`src/rtl/regfile_pkg.sv`:
```
// rtl/regfile_pkg.sv - shared constants for the register-file writeback arbiter
package regfile_pkg;

  localparam int DEF_WIDTH  = 32;
  localparam int DEF_ADDR_W = 5;

  // Requester identifiers, used for the age flag and the round-robin pointer
  localparam logic REQ_ALU = 1'b0;
  localparam logic REQ_LSU = 1'b1;

  // Register x0 is hard-wired to zero; writes to it are consumed but never issued
  localparam logic [DEF_ADDR_W-1:0] X0_ADDR = '0;

endpackage

```
`src/rtl/regfile_wb_arbiter_if.sv`:
```
// rtl/regfile_wb_arbiter_if.sv - writeback requester and register-file write port bundle
interface regfile_wb_arbiter_if
  import regfile_pkg::*;
#(
  parameter int WIDTH  = DEF_WIDTH,
  parameter int ADDR_W = DEF_ADDR_W
);

  logic              alu_valid;
  logic              alu_ready;
  logic [ADDR_W-1:0] alu_rd;
  logic [WIDTH-1:0]  alu_data;

  logic              lsu_valid;
  logic              lsu_ready;
  logic [ADDR_W-1:0] lsu_rd;
  logic [WIDTH-1:0]  lsu_data;

  logic              rf_we;
  logic [ADDR_W-1:0] rf_waddr;
  logic [WIDTH-1:0]  rf_wdata;
  logic              busy;

  // Requesters plus the register file observer
  modport master (
    output alu_valid, alu_rd, alu_data,
    output lsu_valid, lsu_rd, lsu_data,
    input  alu_ready, lsu_ready,
    input  rf_we, rf_waddr, rf_wdata, busy
  );

  // The arbiter
  modport slave (
    input  alu_valid, alu_rd, alu_data,
    input  lsu_valid, lsu_rd, lsu_data,
    output alu_ready, lsu_ready,
    output rf_we, rf_waddr, rf_wdata, busy
  );

endinterface

```
`src/rtl/wb_hold_slot.sv`:
```
// rtl/wb_hold_slot.sv - one-entry holding buffer for a writeback request
module wb_hold_slot #(
  parameter int WIDTH  = 32,
  parameter int ADDR_W = 5
) (
  input  logic              clk,
  input  logic              rst,
  input  logic              load_i,
  input  logic              retire_i,
  input  logic [ADDR_W-1:0] rd_i,
  input  logic [WIDTH-1:0]  data_i,
  output logic              hold_v_o,
  output logic [ADDR_W-1:0] hold_rd_o,
  output logic [WIDTH-1:0]  hold_data_o
);

  logic              hold_v_q, hold_v_d;
  logic [ADDR_W-1:0] hold_rd_q, hold_rd_d;
  logic [WIDTH-1:0]  hold_data_q, hold_data_d;

  // Load wins over retire so a slot can refill at the edge it empties
  always_comb begin
    hold_v_d    = hold_v_q;
    hold_rd_d   = hold_rd_q;
    hold_data_d = hold_data_q;
    if (load_i) begin
      hold_v_d    = 1'b1;
      hold_rd_d   = rd_i;
      hold_data_d = data_i;
    end else if (retire_i) begin
      hold_v_d    = 1'b0;
    end
  end

  // Slot storage
  always_ff @(posedge clk) begin
    if (rst) begin
      hold_v_q    <= 1'b0;
      hold_rd_q   <= '0;
      hold_data_q <= '0;
    end else begin
      hold_v_q    <= hold_v_d;
      hold_rd_q   <= hold_rd_d;
      hold_data_q <= hold_data_d;
    end
  end

  assign hold_v_o    = hold_v_q;
  assign hold_rd_o   = hold_rd_q;
  assign hold_data_o = hold_data_q;

endmodule

```
`src/rtl/regfile_wb_arbiter.sv`:
```
// rtl/regfile_wb_arbiter.sv - age-first, round-robin arbiter for the register-file write port
module regfile_wb_arbiter
  import regfile_pkg::*;
#(
  parameter int WIDTH  = DEF_WIDTH,
  parameter int ADDR_W = DEF_ADDR_W
) (
  input  logic                 clk,
  input  logic                 rst,
  regfile_wb_arbiter_if.slave  bus
);

  logic              alu_v, lsu_v;
  logic [ADDR_W-1:0] alu_rd, lsu_rd;
  logic [WIDTH-1:0]  alu_data, lsu_data;
  logic              grant_alu, grant_lsu;
  logic              alu_load, lsu_load;

  // older_q: which slot loaded first when both hold; tie_q: both loaded at the same edge.
  // rr_q holds the side preferred on the next tie, so ALU wins the first tie after reset.
  logic older_q, older_d;
  logic tie_q, tie_d;
  logic rr_q, rr_d;

  logic              rf_we_q, rf_we_d;
  logic [ADDR_W-1:0] rf_waddr_q, rf_waddr_d;
  logic [WIDTH-1:0]  rf_wdata_q, rf_wdata_d;

  wb_hold_slot #(.WIDTH(WIDTH), .ADDR_W(ADDR_W)) u_alu_slot (
    .clk(clk), .rst(rst), .load_i(alu_load), .retire_i(grant_alu),
    .rd_i(bus.alu_rd), .data_i(bus.alu_data),
    .hold_v_o(alu_v), .hold_rd_o(alu_rd), .hold_data_o(alu_data)
  );

  wb_hold_slot #(.WIDTH(WIDTH), .ADDR_W(ADDR_W)) u_lsu_slot (
    .clk(clk), .rst(rst), .load_i(lsu_load), .retire_i(grant_lsu),
    .rd_i(bus.lsu_rd), .data_i(bus.lsu_data),
    .hold_v_o(lsu_v), .hold_rd_o(lsu_rd), .hold_data_o(lsu_data)
  );

  // Grant from slot state only: lone slot wins, else the older, else the rr side
  always_comb begin
    grant_alu = alu_v & ~lsu_v;
    grant_lsu = lsu_v & ~alu_v;
    if (alu_v && lsu_v) begin
      if ((tie_q ? rr_q : older_q) == REQ_ALU) grant_alu = 1'b1;
      else                                     grant_lsu = 1'b1;
    end
  end

  assign bus.alu_ready = ~rst & (~alu_v | grant_alu);
  assign bus.lsu_ready = ~rst & (~lsu_v | grant_lsu);
  assign alu_load      = bus.alu_valid & bus.alu_ready;
  assign lsu_load      = bus.lsu_valid & bus.lsu_ready;
  assign bus.busy      = ~rst & (alu_v | lsu_v);

  // Age/tie bookkeeping, rr update on ties, and the registered write port
  always_comb begin
    older_d    = older_q;
    tie_d      = tie_q;
    rr_d       = rr_q;
    rf_we_d    = 1'b0;
    rf_waddr_d = rf_waddr_q;
    rf_wdata_d = rf_wdata_q;
    if (alu_load && lsu_load) begin
      tie_d = 1'b1;
    end else if (alu_load) begin
      older_d = REQ_LSU;
      tie_d   = 1'b0;
    end else if (lsu_load) begin
      older_d = REQ_ALU;
      tie_d   = 1'b0;
    end
    if (alu_v && lsu_v && tie_q) begin
      rr_d = grant_alu ? REQ_LSU : REQ_ALU;
    end
    if (grant_alu) begin
      rf_we_d    = (alu_rd != X0_ADDR);
      rf_waddr_d = alu_rd;
      rf_wdata_d = alu_data;
    end else if (grant_lsu) begin
      rf_we_d    = (lsu_rd != X0_ADDR);
      rf_waddr_d = lsu_rd;
      rf_wdata_d = lsu_data;
    end
  end

  // Arbiter state and write-port registers
  always_ff @(posedge clk) begin
    if (rst) begin
      older_q    <= REQ_ALU;
      tie_q      <= 1'b0;
      rr_q       <= REQ_ALU;
      rf_we_q    <= 1'b0;
      rf_waddr_q <= '0;
      rf_wdata_q <= '0;
    end else begin
      older_q    <= older_d;
      tie_q      <= tie_d;
      rr_q       <= rr_d;
      rf_we_q    <= rf_we_d;
      rf_waddr_q <= rf_waddr_d;
      rf_wdata_q <= rf_wdata_d;
    end
  end

  assign bus.rf_we    = rf_we_q;
  assign bus.rf_waddr = rf_waddr_q;
  assign bus.rf_wdata = rf_wdata_q;

endmodule

```
`src/flat_wrapper.sv`:
```
// flat-port wrapper written by rule: the top's interface ports become plain ports
module regfile_wb_arbiter_flat import regfile_pkg::*;
#(
  parameter int WIDTH  = DEF_WIDTH,
  parameter int ADDR_W = DEF_ADDR_W
)
  (clk, rst, bus_alu_valid, bus_alu_rd, bus_alu_data, bus_lsu_valid, bus_lsu_rd, bus_lsu_data, bus_alu_ready, bus_lsu_ready, bus_rf_we, bus_rf_waddr, bus_rf_wdata, bus_busy);
  regfile_wb_arbiter_if #(.WIDTH(WIDTH), .ADDR_W(ADDR_W)) bus_i ();
  input  logic clk;
  input  logic rst;
  input wire logic [$bits(bus_i.alu_valid)-1:0] bus_alu_valid;
  input wire logic [$bits(bus_i.alu_rd)-1:0] bus_alu_rd;
  input wire logic [$bits(bus_i.alu_data)-1:0] bus_alu_data;
  input wire logic [$bits(bus_i.lsu_valid)-1:0] bus_lsu_valid;
  input wire logic [$bits(bus_i.lsu_rd)-1:0] bus_lsu_rd;
  input wire logic [$bits(bus_i.lsu_data)-1:0] bus_lsu_data;
  output wire logic [$bits(bus_i.alu_ready)-1:0] bus_alu_ready;
  output wire logic [$bits(bus_i.lsu_ready)-1:0] bus_lsu_ready;
  output wire logic [$bits(bus_i.rf_we)-1:0] bus_rf_we;
  output wire logic [$bits(bus_i.rf_waddr)-1:0] bus_rf_waddr;
  output wire logic [$bits(bus_i.rf_wdata)-1:0] bus_rf_wdata;
  output wire logic [$bits(bus_i.busy)-1:0] bus_busy;
  assign bus_i.alu_valid = bus_alu_valid;
  assign bus_i.alu_rd = bus_alu_rd;
  assign bus_i.alu_data = bus_alu_data;
  assign bus_i.lsu_valid = bus_lsu_valid;
  assign bus_i.lsu_rd = bus_lsu_rd;
  assign bus_i.lsu_data = bus_lsu_data;
  assign bus_alu_ready = bus_i.alu_ready;
  assign bus_lsu_ready = bus_i.lsu_ready;
  assign bus_rf_we = bus_i.rf_we;
  assign bus_rf_waddr = bus_i.rf_waddr;
  assign bus_rf_wdata = bus_i.rf_wdata;
  assign bus_busy = bus_i.busy;
  regfile_wb_arbiter #(.WIDTH(WIDTH), .ADDR_W(ADDR_W)) u_core (.clk(clk), .rst(rst), .bus(bus_i));
endmodule
```
`config.mk`:
```
export PLATFORM = sky130hd
export DESIGN_NAME = regfile_wb_arbiter_flat
export DESIGN_NICKNAME = d
export VERILOG_FILES = /design/src/rtl/regfile_pkg.sv /design/src/rtl/regfile_wb_arbiter_if.sv /design/src/rtl/wb_hold_slot.sv /design/src/rtl/regfile_wb_arbiter.sv /design/src/flat_wrapper.sv
export SDC_FILE = /design/constraint.sdc
export NUM_CORES = 1
export LEC_CHECK = 0
export ABC_AREA = 0
export CAP_MARGIN = 40
export CORE_UTILIZATION = 29
export CTS_CLUSTER_SIZE = 20
export DETAILED_ROUTE_END_ITERATION = 16
export GPL_TIMING_DRIVEN = 0
export PLACE_DENSITY = 0.62
export SYNTH_ARGS = -nofsm -noshare
export SYNTH_HDL_FRONTEND = slang
export SYNTH_SLANG_ARGS = --single-unit
export TNS_END_PERCENT = 50
```
`constraint.sdc`:
```
create_clock -name clk -period 2 [get_ports clk]
set_input_delay 0.4 -clock clk [delete_from_list [all_inputs] [get_ports clk]]
set_output_delay 0.4 -clock clk [all_outputs]
set_load 0.1 [all_outputs]
```
==> metrics.csv <==
stage,metric,value,unit
synth,yosysTopAreaCell,dfxtp_1,
clocking,cts_root_buf,clkbuf_16,
timing,fin_hold_ws,473.3,ps
worst_setup_path,arrival,1580,ps
power_and_ir_drop,powerDensity,859.3,nW/um^2
routing,remaining_drc_errors,0,
synth,yosys.cell_count.top_type,nand2b_1,
timing,maxSlewHeadroom,54.02,%
synth,synth_area,5100,um^2
grt,gr-max-usage-layer,met2,
routing,vias,4058,
floorplan,die_w,134.6,um
finish,final_cells,904,
synth,post_synth_inst_count,490,
floorplan,dieArea,18120,um^2
timing,finalCritPeriodShare,98.98,%
grt,grt.total_usage,16.13,%
finish,final_nets,746,
clocking,cts_max_level,4,
timing,final.setup.tns,0,ps
placement,place_ws,-1130,ps
clocking,cts_tree,yes,
grt,grt_remaining_overflow,0,
synth,synthFlopType,dfxtp_1,
worst_setup_path,crit_slowest_cell,dfxtp_4,
placement,io_buffers,118,
timing,setup-violations-final,0,
hold_path,holdCritStartpoint,u_core.u_lsu_slot.hold_data_o[15]$_SDFFE_PP0P_,
finish,drive_gt1_share,14.29,%
grt,grt_max_degree,17,
routing,firstDrtPassIters,4,
clocking,clock_sinks,117,
synth,synth_commonest_cells,"151 x nand2b_1, 117 x dfxtp_1, 75 x mux2i_1",
placement,dp_hpwl,9757,um
synth,yosys-top-cells-area,"dfxtp_1 46%, nand2b_1 19%, mux2i_1 15%, a221o_1 7.3%, and2_1 4.8%",
worst_setup_path,cp-start-kind,flop,
grt,use_met2,26.83,%
worst_setup_path,end_kind,output pin,
routing,wl_per_cell,15.30,um
timing,worst_pin_slew,689.8,ps
grt,grt_pass1_wl,22130,um
clocking,clk_pin_slew,50,ps
finish,n_fill_cell,1555,
synth,yosysUniqueCellTypes,24,
routing,routed_wl,13830,um
floorplan,die_h,134.6,um
routing,drt_first_iter_violations,198,
clocking,clockBufferDepth,2,
synth,ys_ff_latch,117,
grt,antenna_found_initial,0,
grt,grt_pass1_vias,4336,
run,drv_cap,0,
timing,fin_ws,20.49,ps
synth,synth_nets,570,
power_and_ir_drop,vdd_drop_max,0.5923,mV
placement,gp_congestion,0.7829,
finish,n_antenna_cell,0,
outcome,status,finished clean,
finish,design_area,7886,um^2
placement,dp_cells,874,
finish,fin_util,45.75,%
power_and_ir_drop,power,6.776,mW
worst_setup_path,r2r-start,u_core.u_alu_slot.hold_v_o$_SDFFE_PP0P_,
clocking,clk_latency,420,ps
power_and_ir_drop,leakagePower,3.184,nW
routing,antenna_left,0,
timing,skew,9.981,ps
synth,yosysWarnings,0,
synth,synth_edf_count,0,
clocking,cts_hold_buffers,0,
worst_setup_path,cp.required,1600,ps
synth,ys_seq_area_share,45.93,%
worst_setup_path,worstPathCellList,mux2_4 -> a31oi_4 -> buf_12,
clocking,numCtsBuffers,17,
timing,clock.fmax,0.5052,GHz
synth,post-synth-top-area-fraction,45.93,%
floorplan,start_util,29.59,%
timing,rsz0062_at_grt,yes,
clocking,post_cts.repair.setup_buffers,0,
finish,area_delta_synth_final,54.64,%
floorplan,core_area,17240,um^2
worst_setup_path,startpoint,u_core.tie_q$_SDFFE_PP0P_,
placement,placed_area,7254,um^2
worst_setup_path,max_stage_delay,380,ps
grt,grt_use_met3,4.167,%
clocking,cts-resized-gates,14,
hold_path,hold_class,flop to flop,
floorplan,std_cell_rows,48,
timing,drv_slew,0,
synth,async_flop_share,0,%
routing,viasPerCell,4.489,
floorplan,io_pins,119,
synth,syn_area_per_cell,10.41,um^2
timing,hold_violations,0,
worst_setup_path,crit_fanout,4,
grt,grtUsageMet1,20.29,%
timing,min_period,1980,ps
worst_setup_path,path_class,flop to output pin,
## state kept, by name, indices dropped and copies added (netlist names), 5 cells and up
signal	flops
u_core.bus.rf_wdata	32
u_core.u_lsu_slot.hold_rd_o	5
u_core.u_alu_slot.hold_rd_o	5
u_core.u_lsu_slot.hold_data_o	32
u_core.u_alu_slot.hold_data_o	32
u_core.bus.rf_waddr	5
## area by class of cell
class	instances	area (um^2)	area share (%)
multi-input cells	335	2576	32.67
flip-flops and latches	117	2346	29.75
repair buffers	157	1823	23.12
clock buffers	21	440.4	5.585
well taps	225	281.5	3.570
plain buffers	38	261.5	3.316
clock inverters	11	157.7	1.999
## path summary, 6_finish.rpt
path	slack, ps	endpoint	cells after the start
max reg2reg	270	u_core.bus.rf_wdata[7]$_SDFFE_PP0P_	5
min reg2reg	470	u_core.u_lsu_slot.hold_data_o[15]$_SDFFE_PP0P_	2
min	470	u_core.u_lsu_slot.hold_data_o[15]$_SDFFE_PP0P_	2
max	20	bus_alu_ready	3
## critical path: cells and delay by family (launching register included)
family                 cells  cell delay (ps)
DFF                        1              380
buffers and inverters      1              210
muxes                      1              340
AOI/OAI and AO/OA          1              240
## report_power, final
part | internal (mW) | total (mW) | switching (mW)
sequential | 2.47 | 2.54 | 0.0766
combinational | 0.515 | 1.09 | 0.578
clock | 2.07 | 3.14 | 1.07
## per-layer routing
metal  part of all wire [%]  wire length, um  vias up
met4                    1.0              138        0
met1                     47             6544     1925
met3                    3.9              535       12
li1                       -                -     2026
met2                     48             6611       95
met5                      0                0        -
## kinds of logic after synthesis
group | after synthesis | synth area share (%)
AO/OA/AOI/OAI | 48 | 8.734
XOR/XNOR | 1 | 0.1718
adder cells (fa/ha/maj) | 2 | 0.4906
buffers and inverters | 38 | 4.637
flip-flops | 117 | 45.93
multiplexers | 77 | 15.28
AND/OR/NAND/NOR | 207 | 24.75
## cell usage in the layout, fill, tap and decap left out, types with 4 or more instances in the layout
cell type / Yosys / layout
a221o_1: 37 / 37
and2_1: 39 / 39
buf_6: 11 / 11
buf_8: 0 / 35
bufinv_16: 0 / 4
clkbuf_1: 22 / 24
clkbuf_16: 0 / 17
clkdlybuf4s50_1: 0 / 114
clkinv_2: 0 / 6
dfxtp_1: 117 / 116
mux2i_1: 75 / 75
nand2_1: 5 / 5
nand2b_1: 151 / 151
nor2_1: 8 / 6
(Power assumes the default switching activity.)
